**config.mk**
```make
export PLATFORM = sky130hd
export DESIGN_NAME = video_timing_gen
export DESIGN_NICKNAME = d
export VERILOG_FILES = /design/src/rtl/video_timing_pkg.sv /design/src/rtl/video_timing_gen_if.sv /design/src/rtl/video_pattern_gen.sv /design/src/rtl/video_timing_gen.sv
export SDC_FILE = /design/constraint.sdc
export NUM_CORES = 1
export LEC_CHECK = 0
export CAP_MARGIN = 10
export CORE_UTILIZATION = 40
export DETAILED_ROUTE_END_ITERATION = 7
export DONT_BUFFER_PORTS = 1
export PLACE_DENSITY = 0.65
export SETUP_SLACK_MARGIN = 0.15
export SLEW_MARGIN = 40
export SYNTH_ARGS = -nofsm -noshare
export SYNTH_HDL_FRONTEND = slang
export SYNTH_SLANG_ARGS = --single-unit
```
**constraint.sdc**
```tcl
create_clock -name pixelclk -period 2.2 [get_ports pixelclk]
set_input_delay 0.22 -clock pixelclk [delete_from_list [all_inputs] [get_ports pixelclk]]
set_output_delay 0.22 -clock pixelclk [all_outputs]
set_load 0.005 [all_outputs]
```
**src/rtl/video_timing_pkg.sv**
```systemverilog
// Shared 720p raster constants, counter types, pattern selects and colour-bar palette
// for the HDMI video source path.
package video_timing_pkg;

  localparam int unsigned H_ACTIVE_720 = 1280;
  localparam int unsigned H_FP_720     = 110;
  localparam int unsigned H_SYNC_720   = 40;
  localparam int unsigned H_BP_720     = 220;
  localparam int unsigned V_ACTIVE_720 = 720;
  localparam int unsigned V_FP_720     = 5;
  localparam int unsigned V_SYNC_720   = 5;
  localparam int unsigned V_BP_720     = 20;

  localparam int unsigned H_TOTAL_720 = H_ACTIVE_720 + H_FP_720 + H_SYNC_720 + H_BP_720;
  localparam int unsigned V_TOTAL_720 = V_ACTIVE_720 + V_FP_720 + V_SYNC_720 + V_BP_720;

  localparam int unsigned H_CNT_W = 11;
  localparam int unsigned V_CNT_W = 10;

  typedef logic [H_CNT_W-1:0] hcnt_t;
  typedef logic [V_CNT_W-1:0] vcnt_t;
  typedef logic [23:0]        rgb_t;

  typedef enum logic [1:0] {
    PAT_BARS  = 2'd0,
    PAT_GRAD  = 2'd1,
    PAT_WHITE = 2'd2,
    PAT_GRID  = 2'd3
  } pat_sel_e;

  localparam int unsigned BAR_W = 160;

  localparam rgb_t BAR_WHITE   = 24'hFFFFFF;
  localparam rgb_t BAR_YELLOW  = 24'hFFFF00;
  localparam rgb_t BAR_CYAN    = 24'h00FFFF;
  localparam rgb_t BAR_GREEN   = 24'h00FF00;
  localparam rgb_t BAR_MAGENTA = 24'hFF00FF;
  localparam rgb_t BAR_RED     = 24'hFF0000;
  localparam rgb_t BAR_BLUE    = 24'h0000FF;
  localparam rgb_t BAR_BLACK   = 24'h000000;

  // Bar index by threshold comparison so no divider is inferred.
  function automatic logic [2:0] bar_index(input hcnt_t h);
    logic [2:0] idx;
    idx = '0;
    for (int unsigned i = 1; i < 8; i++) begin
      if (h >= hcnt_t'(BAR_W * i)) idx = 3'(i);
    end
    return idx;
  endfunction

  function automatic rgb_t bar_color(input logic [2:0] idx);
    rgb_t c;
    case (idx)
      3'd0:    c = BAR_WHITE;
      3'd1:    c = BAR_YELLOW;
      3'd2:    c = BAR_CYAN;
      3'd3:    c = BAR_GREEN;
      3'd4:    c = BAR_MAGENTA;
      3'd5:    c = BAR_RED;
      3'd6:    c = BAR_BLUE;
      default: c = BAR_BLACK;
    endcase
    return c;
  endfunction

endpackage

```
**src/rtl/video_timing_gen_if.sv**
```systemverilog
// Raster-position / pattern-select bundle between the timing core and the
// combinational pattern generator.
interface video_timing_gen_if import video_timing_pkg::*; ();
  hcnt_t    h_cnt;
  vcnt_t    v_cnt;
  pat_sel_e sel;
  rgb_t     rgb;

  modport master (output h_cnt, output v_cnt, output sel, input rgb);
  modport slave  (input h_cnt, input v_cnt, input sel, output rgb);
endinterface

```
**src/rtl/video_pattern_gen.sv**
```systemverilog
// Combinational test-pattern source: raster position and select in, 24-bit RGB out.
module video_pattern_gen import video_timing_pkg::*; (
  video_timing_gen_if.slave pat
);

  always_comb begin
    pat.rgb = BAR_BLACK;
    case (pat.sel)
      PAT_BARS:  pat.rgb = bar_color(bar_index(pat.h_cnt));
      PAT_GRAD:  pat.rgb = {pat.h_cnt[10:3], pat.v_cnt[9:2], 8'h80};
      PAT_WHITE: pat.rgb = BAR_WHITE;
      PAT_GRID:  pat.rgb = ((pat.h_cnt[4:0] == '0) || (pat.v_cnt[4:0] == '0)) ? BAR_WHITE
                                                                              : BAR_BLACK;
      default:   pat.rgb = BAR_BLACK;
    endcase
  end

endmodule

```
**src/rtl/video_timing_gen.sv**
```systemverilog
// Pixel-clock raster generator: h/v counters, sync/de decode and registered test
// pattern, all outputs aligned with one cycle of latency to the counters.
module video_timing_gen import video_timing_pkg::*; #(
  parameter int unsigned H_ACTIVE = H_ACTIVE_720,
  parameter int unsigned H_FP     = H_FP_720,
  parameter int unsigned H_SYNC   = H_SYNC_720,
  parameter int unsigned H_BP     = H_BP_720,
  parameter int unsigned V_ACTIVE = V_ACTIVE_720,
  parameter int unsigned V_FP     = V_FP_720,
  parameter int unsigned V_SYNC   = V_SYNC_720,
  parameter int unsigned V_BP     = V_BP_720,
  parameter bit          SYNC_POL = 1'b1
) (
  input  logic        pixelclk,
  input  logic        rst_n,
  input  logic [1:0]  pattern_sel,
  output logic        hsync,
  output logic        vsync,
  output logic        de,
  output logic [7:0]  red_din,
  output logic [7:0]  green_din,
  output logic [7:0]  blue_din,
  output logic [10:0] pix_x,
  output logic [9:0]  pix_y,
  output logic        frame_start
);

  localparam hcnt_t H_LAST = hcnt_t'(H_ACTIVE + H_FP + H_SYNC + H_BP - 1);
  localparam hcnt_t H_ACT  = hcnt_t'(H_ACTIVE);
  localparam hcnt_t HS_BEG = hcnt_t'(H_ACTIVE + H_FP);
  localparam hcnt_t HS_END = hcnt_t'(H_ACTIVE + H_FP + H_SYNC);
  localparam vcnt_t V_LAST = vcnt_t'(V_ACTIVE + V_FP + V_SYNC + V_BP - 1);
  localparam vcnt_t V_ACT  = vcnt_t'(V_ACTIVE);
  localparam vcnt_t VS_BEG = vcnt_t'(V_ACTIVE + V_FP);
  localparam vcnt_t VS_END = vcnt_t'(V_ACTIVE + V_FP + V_SYNC);

  hcnt_t    h_cnt_q, h_cnt_d;
  vcnt_t    v_cnt_q, v_cnt_d;
  pat_sel_e sel_q, sel_d;
  logic     hsync_q, hsync_d;
  logic     vsync_q, vsync_d;
  logic     de_q, de_d;
  logic     fs_q, fs_d;
  rgb_t     rgb_q, rgb_d;
  hcnt_t    pix_x_q, pix_x_d;
  vcnt_t    pix_y_q, pix_y_d;
  logic     origin;

  video_timing_gen_if pif ();

  video_pattern_gen u_pattern (.pat(pif));

  assign origin = (h_cnt_q == '0) && (v_cnt_q == '0);
  // The select is taken at (0,0) and applied to that pixel too, so a whole frame uses one pattern.
  assign sel_d     = origin ? pat_sel_e'(pattern_sel) : sel_q;
  assign pif.h_cnt = h_cnt_q;
  assign pif.v_cnt = v_cnt_q;
  assign pif.sel   = sel_d;

  always_comb begin
    h_cnt_d = h_cnt_q + 1'b1;
    v_cnt_d = v_cnt_q;
    if (h_cnt_q == H_LAST) begin
      h_cnt_d = '0;
      v_cnt_d = (v_cnt_q == V_LAST) ? '0 : v_cnt_q + 1'b1;
    end

    de_d    = (h_cnt_q < H_ACT) && (v_cnt_q < V_ACT);
    hsync_d = ((h_cnt_q >= HS_BEG) && (h_cnt_q < HS_END)) ? SYNC_POL : ~SYNC_POL;
    vsync_d = ((v_cnt_q >= VS_BEG) && (v_cnt_q < VS_END)) ? SYNC_POL : ~SYNC_POL;
    fs_d    = origin;
    pix_x_d = de_d ? h_cnt_q : '0;
    pix_y_d = de_d ? v_cnt_q : '0;
    rgb_d   = de_d ? pif.rgb : '0;
  end

  always_ff @(posedge pixelclk or negedge rst_n) begin
    if (!rst_n) begin
      h_cnt_q <= '0;
      v_cnt_q <= '0;
      sel_q   <= PAT_BARS;
      hsync_q <= ~SYNC_POL;
      vsync_q <= ~SYNC_POL;
      de_q    <= 1'b0;
      fs_q    <= 1'b0;
      rgb_q   <= '0;
      pix_x_q <= '0;
      pix_y_q <= '0;
    end else begin
      h_cnt_q <= h_cnt_d;
      v_cnt_q <= v_cnt_d;
      sel_q   <= sel_d;
      hsync_q <= hsync_d;
      vsync_q <= vsync_d;
      de_q    <= de_d;
      fs_q    <= fs_d;
      rgb_q   <= rgb_d;
      pix_x_q <= pix_x_d;
      pix_y_q <= pix_y_d;
    end
  end

  assign hsync       = hsync_q;
  assign vsync       = vsync_q;
  assign de          = de_q;
  assign frame_start = fs_q;
  assign red_din     = rgb_q[23:16];
  assign green_din   = rgb_q[15:8];
  assign blue_din    = rgb_q[7:0];
  assign pix_x       = pix_x_q;
  assign pix_y       = pix_y_q;

endmodule
```
==> results of run 1 <==
## critical path, delay by kind of cell (launching register included)
family,cells,cell delay (ns)
simple gates,3,0.88
flops,1,0.39
compound gates,2,0.37
fa+ha+maj,1,0.14
buf+inv,1,0.08
## cell type report
type,instances,area (um2),area share
clock inverters,2,35.0,0.00960
multi-input cells,201,1340,0.366
repair buffers,38,308,0.0843
flip-flops and latches,66,1650,0.453
inverters,6,22.5,0.00617
well taps,102,128,0.0350
clock buffers,13,169,0.0463
## state kept, by name, indices dropped and copies added (netlist names)
signal and flops:
h_cnt_q 11, rgb_q 18, pix_x 11, sel_q 2, frame_start 1, hsync 1
pix_y 10, de 1, pif.v_cnt 10, vsync 1
## cell usage in the layout, fill, tap and decap left out, drive strengths merged, types with 4 or more instances in the layout
cell type and n:
dfrtp 66, buf 37, and3 23, nand2 22, o21ai 19, a21oi 19
nor2 18, clkbuf 13, nand3 11, nand3b 9, nor3 7, ha 7
xor2 6, inv 6, o31ai 4, a31oi 4, nor4b 4
## final timing paths
| check | startpoint | to | slack (ns) |
|---|---|---|---|
| worst max-delay path | pif.v_cnt[0] | rgb_q[10] | 0.20 |
| worst min-delay path | pattern_sel[0] | sel_q[0] | 0.03 |
| worst max register to register | pif.v_cnt[0] | rgb_q[10] | 0.20 |
| worst min register to register | h_cnt_q[0] | h_cnt_q[0] | 0.57 |
| max in group asynchronous | rst_n | frame_start | 1.51 |
| min in group asynchronous | rst_n | pix_y[8] | 0.39 |
## cells in the mapped netlist (all sizes together), types with 6 or more instances
master and count:
nand3 11, nand3b 9, o21ai 19, nor2 18, buf 16, dfrtp 66, nand2 22, xor2 6
a21oi 19, nor3 7, and3 23, clkbuf 18, ha 7, inv 6
## timing repair
| action | 4_1_cts | 5_1_grt |
|---|---|---|
| endpoints found under the hold margin | 66 | 0 |
| buffers inserted | 1 | 3 |
| endpoints found under the setup margin | 9 | 17 |
| hold buffers | 2 | 0 |
| pin swaps | 0 | 4 |
| resized for setup | 0 | 3 |
## through the flow
stage	instance area (um2)	hold slack, ns	setup WS [ns]	util
after floorplan	3190	-0.0756	0.169	-
after global placement	3370	-0.0744	0.238	0.436
after detailed placement	3370	-0.0749	0.148	0.436
after CTS	3610	0.0213	0.153	0.468
after global routing	3650	0.0237	0.0877	0.472
final	3650	0.0279	0.199	0.472
## metal layers
layer,share of wire,vias to the layer above,routed length [um]
met3,0.036,10,249
met1,0.48,1139,3310
li1,-,1102,-
met4,0.015,0,104
met2,0.47,59,3240
met5,0,-,0
## power by group
group	leakage, nW	switching (mW)	total [mW]	internal [mW]
logic	0.716	0.0398	0.0626	0.0228
registers	0.819	0.0174	1.25	1.23
clock network	0.106	0.437	1.05	0.609
total	1.64	0.494	2.36	1.86
## logic make-up (layout without fill, tap and decap cells)
family / after synthesis / after routing / synth area share
AOI/OAI and AO/OA: 60 / 60 / 0.118
muxes: 2 / 2 / 0.00706
adders and majority gates: 7 / 7 / 0.0274
xor gates and xnor gates: 9 / 9 / 0.0247
buffers and inverters: 40 / 59 / 0.0678
and+or+nand+nor: 123 / 123 / 0.238
DFF: 66 / 66 / 0.517
==> flow_summary.json, run 1 <==
{
  "outcome": "finished, final reports clean",
  "power_mw": 2.36,
  "drt_iter0_drc": 154,
  "io_buffers": 0,
  "endpoint_kind": "flop",
  "min_period_over_period": 0.910,
  "arrival_ns": 2.21,
  "grt_pass1_vias": 2322,
  "rsz0062_at_grt": "yes",
  "top_usage_layer": "met2",
  "synth_seq_cells": 66,
  "setup_viol": 0,
  "dpl.cell_count": 407,
  "netlist.area_leader.share": 0.517,
  "fmax_ghz": 0.500,
  "use_met2": 0.276,
  "drcViolationCount": 0,
  "cts_tree": "done",
  "syn_inst": 307,
  "tightestPinTransition_ns": 0.503,
  "route.detailed.wl_per_inst_um": 16.1,
  "reg2reg_depth": 7,
  "clk_pin_slew_ns": 0.07,
  "yosysWarnings": 0,
  "layoutNonFillerInstCount": 428,
  "rows": 32,
  "first_pass_iters": 4,
  "die_h_um": 91.3,
  "die_area_um2": 8340,
  "clockRootBuffer": "clkbuf_8",
  "slowest_delay_ns": 0.46,
  "p_leak_nw": 1.64,
  "setup_tns_ns": 0,
  "synth_area_leaders": "dfrtp_1 52%, and3_1 4.5%, a21oi_1 3.0%",
  "grt_util_met3": 0.0436,
  "worst_hold_path.num_cells": 2,
  "core_um2": 7730,
  "synth_area_um2": 3190,
  "hold_class": "input pin to flop",
  "area_delta_synth_final_pct": 14.3,
  "ant_nets": 0,
  "cp.required_ns": 2.41,
  "grt_max_degree": 67,
  "critical_path.cell_chain": "inv_2, ha_1, nor4b_4, nand4_2, or4_4, a31oi_4, a21oi_1",
  "clock-sinks": 66,
  "fin_worst_skew_ns": 0.00845,
  "synth_flop_cell": "dfrtp_1",
  "clkLatencyLatePin_ns": 0.34,
  "synthesis.nets": 318,
  "clockBufferDepth": 2,
  "p_per_area_nw_per_um2": 646,
  "synth_edf_count": 0,
  "yosysSeqAreaShare": 0.517,
  "diodes": 0,
  "met1_usage": 0.249,
  "syn_area_per_cell_um2": 10.4,
  "fill_cells": 714,
  "cp_max_fo": 8,
  "crit_type": "flop to flop",
  "yosysTopAreaCell": "dfrtp_1",
  "die_x_um": 91.3,
  "initial_core_util": 0.413,
  "ir_drop_uv": 279,
  "htree_levels": 3,
  "cp_slowest_cell": "or4_4",
  "slew_headroom": 0.664,
  "ios": 53,
  "synth_cell_types": 53,
  "drv_cap": 0,
  "wl_um": 6910,
  "vias_per_cell": 5.40,
  "nets": 333,
  "crit_path_start_kind": "flop",
  "hold_viol": 0,
  "period_minus_slack_ns": 2.00,
  "async_flop_share": 1.00,
  "drive_gt1_frac": 0.209,
  "dp_hpwl_um": 4600,
  "grt_pass1_wl_um": 11700,
  "grtUsageTotal": 0.182,
  "place_congestion": 0.830,
  "overflow": 0,
  "vias": 2310,
  "slew_viol_final": 0,
  "cts_buffers": 9,
  "antenna_found_initial": 0
}
Power figures use the tool's default switching activity.
==> run 2: changes to the inputs <==
--- a/config.mk
+++ b/config.mk
@@ -7,9 +7,10 @@
 export LEC_CHECK = 0
 export CAP_MARGIN = 10
 export CORE_UTILIZATION = 40
+export CTS_CLUSTER_SIZE = 24
 export DETAILED_ROUTE_END_ITERATION = 7
 export DONT_BUFFER_PORTS = 1
-export PLACE_DENSITY = 0.65
+export PLACE_DENSITY = 0.63
 export SETUP_SLACK_MARGIN = 0.15
 export SLEW_MARGIN = 40
 export SYNTH_ARGS = -nofsm -noshare
==> constraint.sdc (replaced) <==
create_clock -name pixelclk -period 1.9 [get_ports pixelclk]
set_input_delay 0.19 -clock pixelclk [delete_from_list [all_inputs] [get_ports pixelclk]]
set_output_delay 0.19 -clock pixelclk [all_outputs]
set_load 0.005 [all_outputs]
==> run 2 against run 1 <==
The flow now finishes with violations (setup timing). Flip-flop and latch count unchanged. Die area stayed put. Via count rose by 3.9%. Register-to-register slack lost 0.34 ns. Sequential power is 16% higher. Combinational power up 48%. Wire length rose by 7.6%. Critical path depth increased by 3.
==> flow_summary.json, run 2 (synthesis results as in run 1) <==
{
  "multi_input_area_um2": 1520,
  "clockBufferDepth": 2,
  "nets": 350,
  "diodes": 0,
  "drt_iter0_drc": 157,
  "final_common_cell": "dfrtp_1",
  "clockRootBuffer": "clkbuf_8",
  "critical_path.cell_chain": "inv_2, ha_4, nor4b_4, nand4_2, buf_4, buf_6, o211ai_1, buf_4, nand2_4, a21oi_1",
  "largest_reg_flops": 18,
  "route.detailed.wl_per_inst_um": 16.7,
  "ir_drop_uv": 301,
  "crit_path_start_kind": "flop",
  "min_period_over_period": 1.08,
  "die_x_um": 91.3,
  "clkLatencyLatePin_ns": 0.35,
  "cp.required_ns": 2.17,
  "p_per_area_nw_per_um2": 649,
  "violations": "setup timing",
  "vias_per_cell": 5.38,
  "rows": 32,
  "pwr-share-seq": 0.565,
  "finalWorstSetupSlack_ns": -0.144,
  "cp_slowest_cell": "dfrtp_1",
  "clock-sinks": 66,
  "rsz0062_at_grt": "yes",
  "crit_type": "flop to flop",
  "slowest_delay_ns": 0.39,
  "cts_buffers": 9,
  "wl_um": 7430,
  "tightestPinTransition_ns": 0.480,
  "clkPwrFrac": 0.399,
  "die_area_um2": 8340,
  "grt_pass1_wl_um": 12000,
  "period_minus_slack_ns": 2.04,
  "crit_buf_inv": 4,
  "most-common-layout-cells": "66 x dfrtp_1, 47 x buf_4, 22 x and3_1",
  "path_delay_family": "buffers and inverters",
  "die_h_um": 91.3,
  "p_sw_frac": 0.243,
  "ant_nets": 0,
  "initial_core_util": 0.413,
  "grt_pass1_vias": 2442,
  "timing.critical_path.mode_cell": "buf_4",
  "slew_viol_final": 0,
  "hold_viol": 0,
  "setup_viol": 18,
  "arrival_ns": 2.32,
  "grtUsageTotal": 0.186,
  "grt_max_degree": 67,
  "power_switching_mw": 0.620,
  "area_delta_synth_final_pct": 23.4,
  "core_um2": 7730,
  "top_register": "rgb_q",
  "dpl_worst_slack_ns": -0.109,
  "vias": 2400,
  "antenna_found_initial": 0,
  "cts_tree": "done",
  "fill_cells": 675,
  "htree_levels": 3,
  "overflow": 0,
  "drv_cap": 0,
  "p_leak_nw": 1.79,
  "place_congestion": 0.790,
  "drcViolationCount": 0,
  "fmax_ghz": 0.489,
  "holdWs_ns": 0.242,
  "pwr-share-comb": 0.036,
  "clk_pin_slew_ns": 0.08,
  "p_int_mw": 1.94,
  "endpoint_kind": "flop",
  "first_pass_iters": 4,
  "fin_worst_skew_ns": 0.0114,
  "dp_hpwl_um": 4730,
  "cp_max_fo": 7,
  "io_buffers": 0,
  "register_area_um2": 1650,
  "hold_class": "input pin to flop",
  "ios": 53,
  "drive_gt1_frac": 0.340,
  "outcome": "complete, but fails checks",
  "slew_headroom": 0.679
}
run 2: changes by cell type in the layout (fill, tap and decap cells not counted), sizes merged:
cell,previous run,this run
buf,37,51
clkbuf,13,10
clkinv,1,3
clkinvlp,0,2
dlygate4sd3,1,3
bufinv,1,0
inv,6,7
nand2,22,23
run 2: tightest hold or removal path, stage by stage:
cell     delay (ns)
or4_4          0.12
a31oi_4        0.13
a21oi_2        0.09
run 2: worst paths after layout:
kind,startpoint,endpoint,slack [ns],cells after the start
setup / recovery,h_cnt_q[1],rgb_q[6],-0.14,10
hold / removal,pattern_sel[1],rgb_q[14],0.24,3
setup reg to reg,h_cnt_q[1],rgb_q[6],-0.14,10
hold reg to reg,h_cnt_q[0],h_cnt_q[0],0.60,2
max in group asynchronous,rst_n,h_cnt_q[1],1.22,2
min in group asynchronous,rst_n,pif.v_cnt[9],0.41,2
run 2: metrics by stage:
step	power, mW	instance area (um2)	utilization	cells	TNS [ns]
3_3_place_gp	1.51	3450	0.447	417	-0.382
3_5_place_dp	1.51	3450	0.447	417	-1.46
6_report	2.56	3940	0.510	446	-2.23
4_1_cts	2.58	3820	0.494	443	-1.49
2_1_floorplan	1.51	3200	-	307	-1.35
5_1_grt	2.65	3940	0.510	446	-4.87
run 2: layout make-up:
class	count	share of cell area
Clock inverter	6	0.0108
Sequential cell	66	0.419
Clock buffer	10	0.0324
Multi-Input combinational cell	202	0.387
Inverter	6	0.00572
Timing Repair Buffer	54	0.113
Tap cell	102	0.0324
run 2: power groups by stage:
stage / combinational [mW] / sequential (mW) / clock (mW)
after detailed placement: 0.0359 / 1.47 / 0
final: 0.0928 / 1.45 / 1.02
after floorplan: 0.0447 / 1.46 / 0
after CTS: 0.0865 / 1.45 / 1.05
after global routing: 0.103 / 1.45 / 1.11
after global placement: 0.0350 / 1.47 / 0
run 2: routing by layer:
layer / vias to the layer above / part of all wire / wire length, um / global-route usage
li1: 1143 / - / - / -
met1: 1198 / 0.46 / 3450 / 0.240
met2: 47 / 0.49 / 3630 / 0.299
met3: 12 / 0.031 / 231 / 0.0444
met4: 0 / 0.017 / 125 / 0.0767
met5: - / 0 / 0 / 0
run 2: timing repair:
| action | 4_1_cts | 5_1_grt |
|---|---|---|
| endpoints found under the hold margin | 68 | 0 |
| gates resized for setup | 26 | 25 |
| pin swaps | 8 | 5 |
| hold buffers | 4 | 0 |
| endpoints found under the setup margin | 24 | 30 |
| setup buffers | 4 | 3 |
| cloned | 2 | 0 |
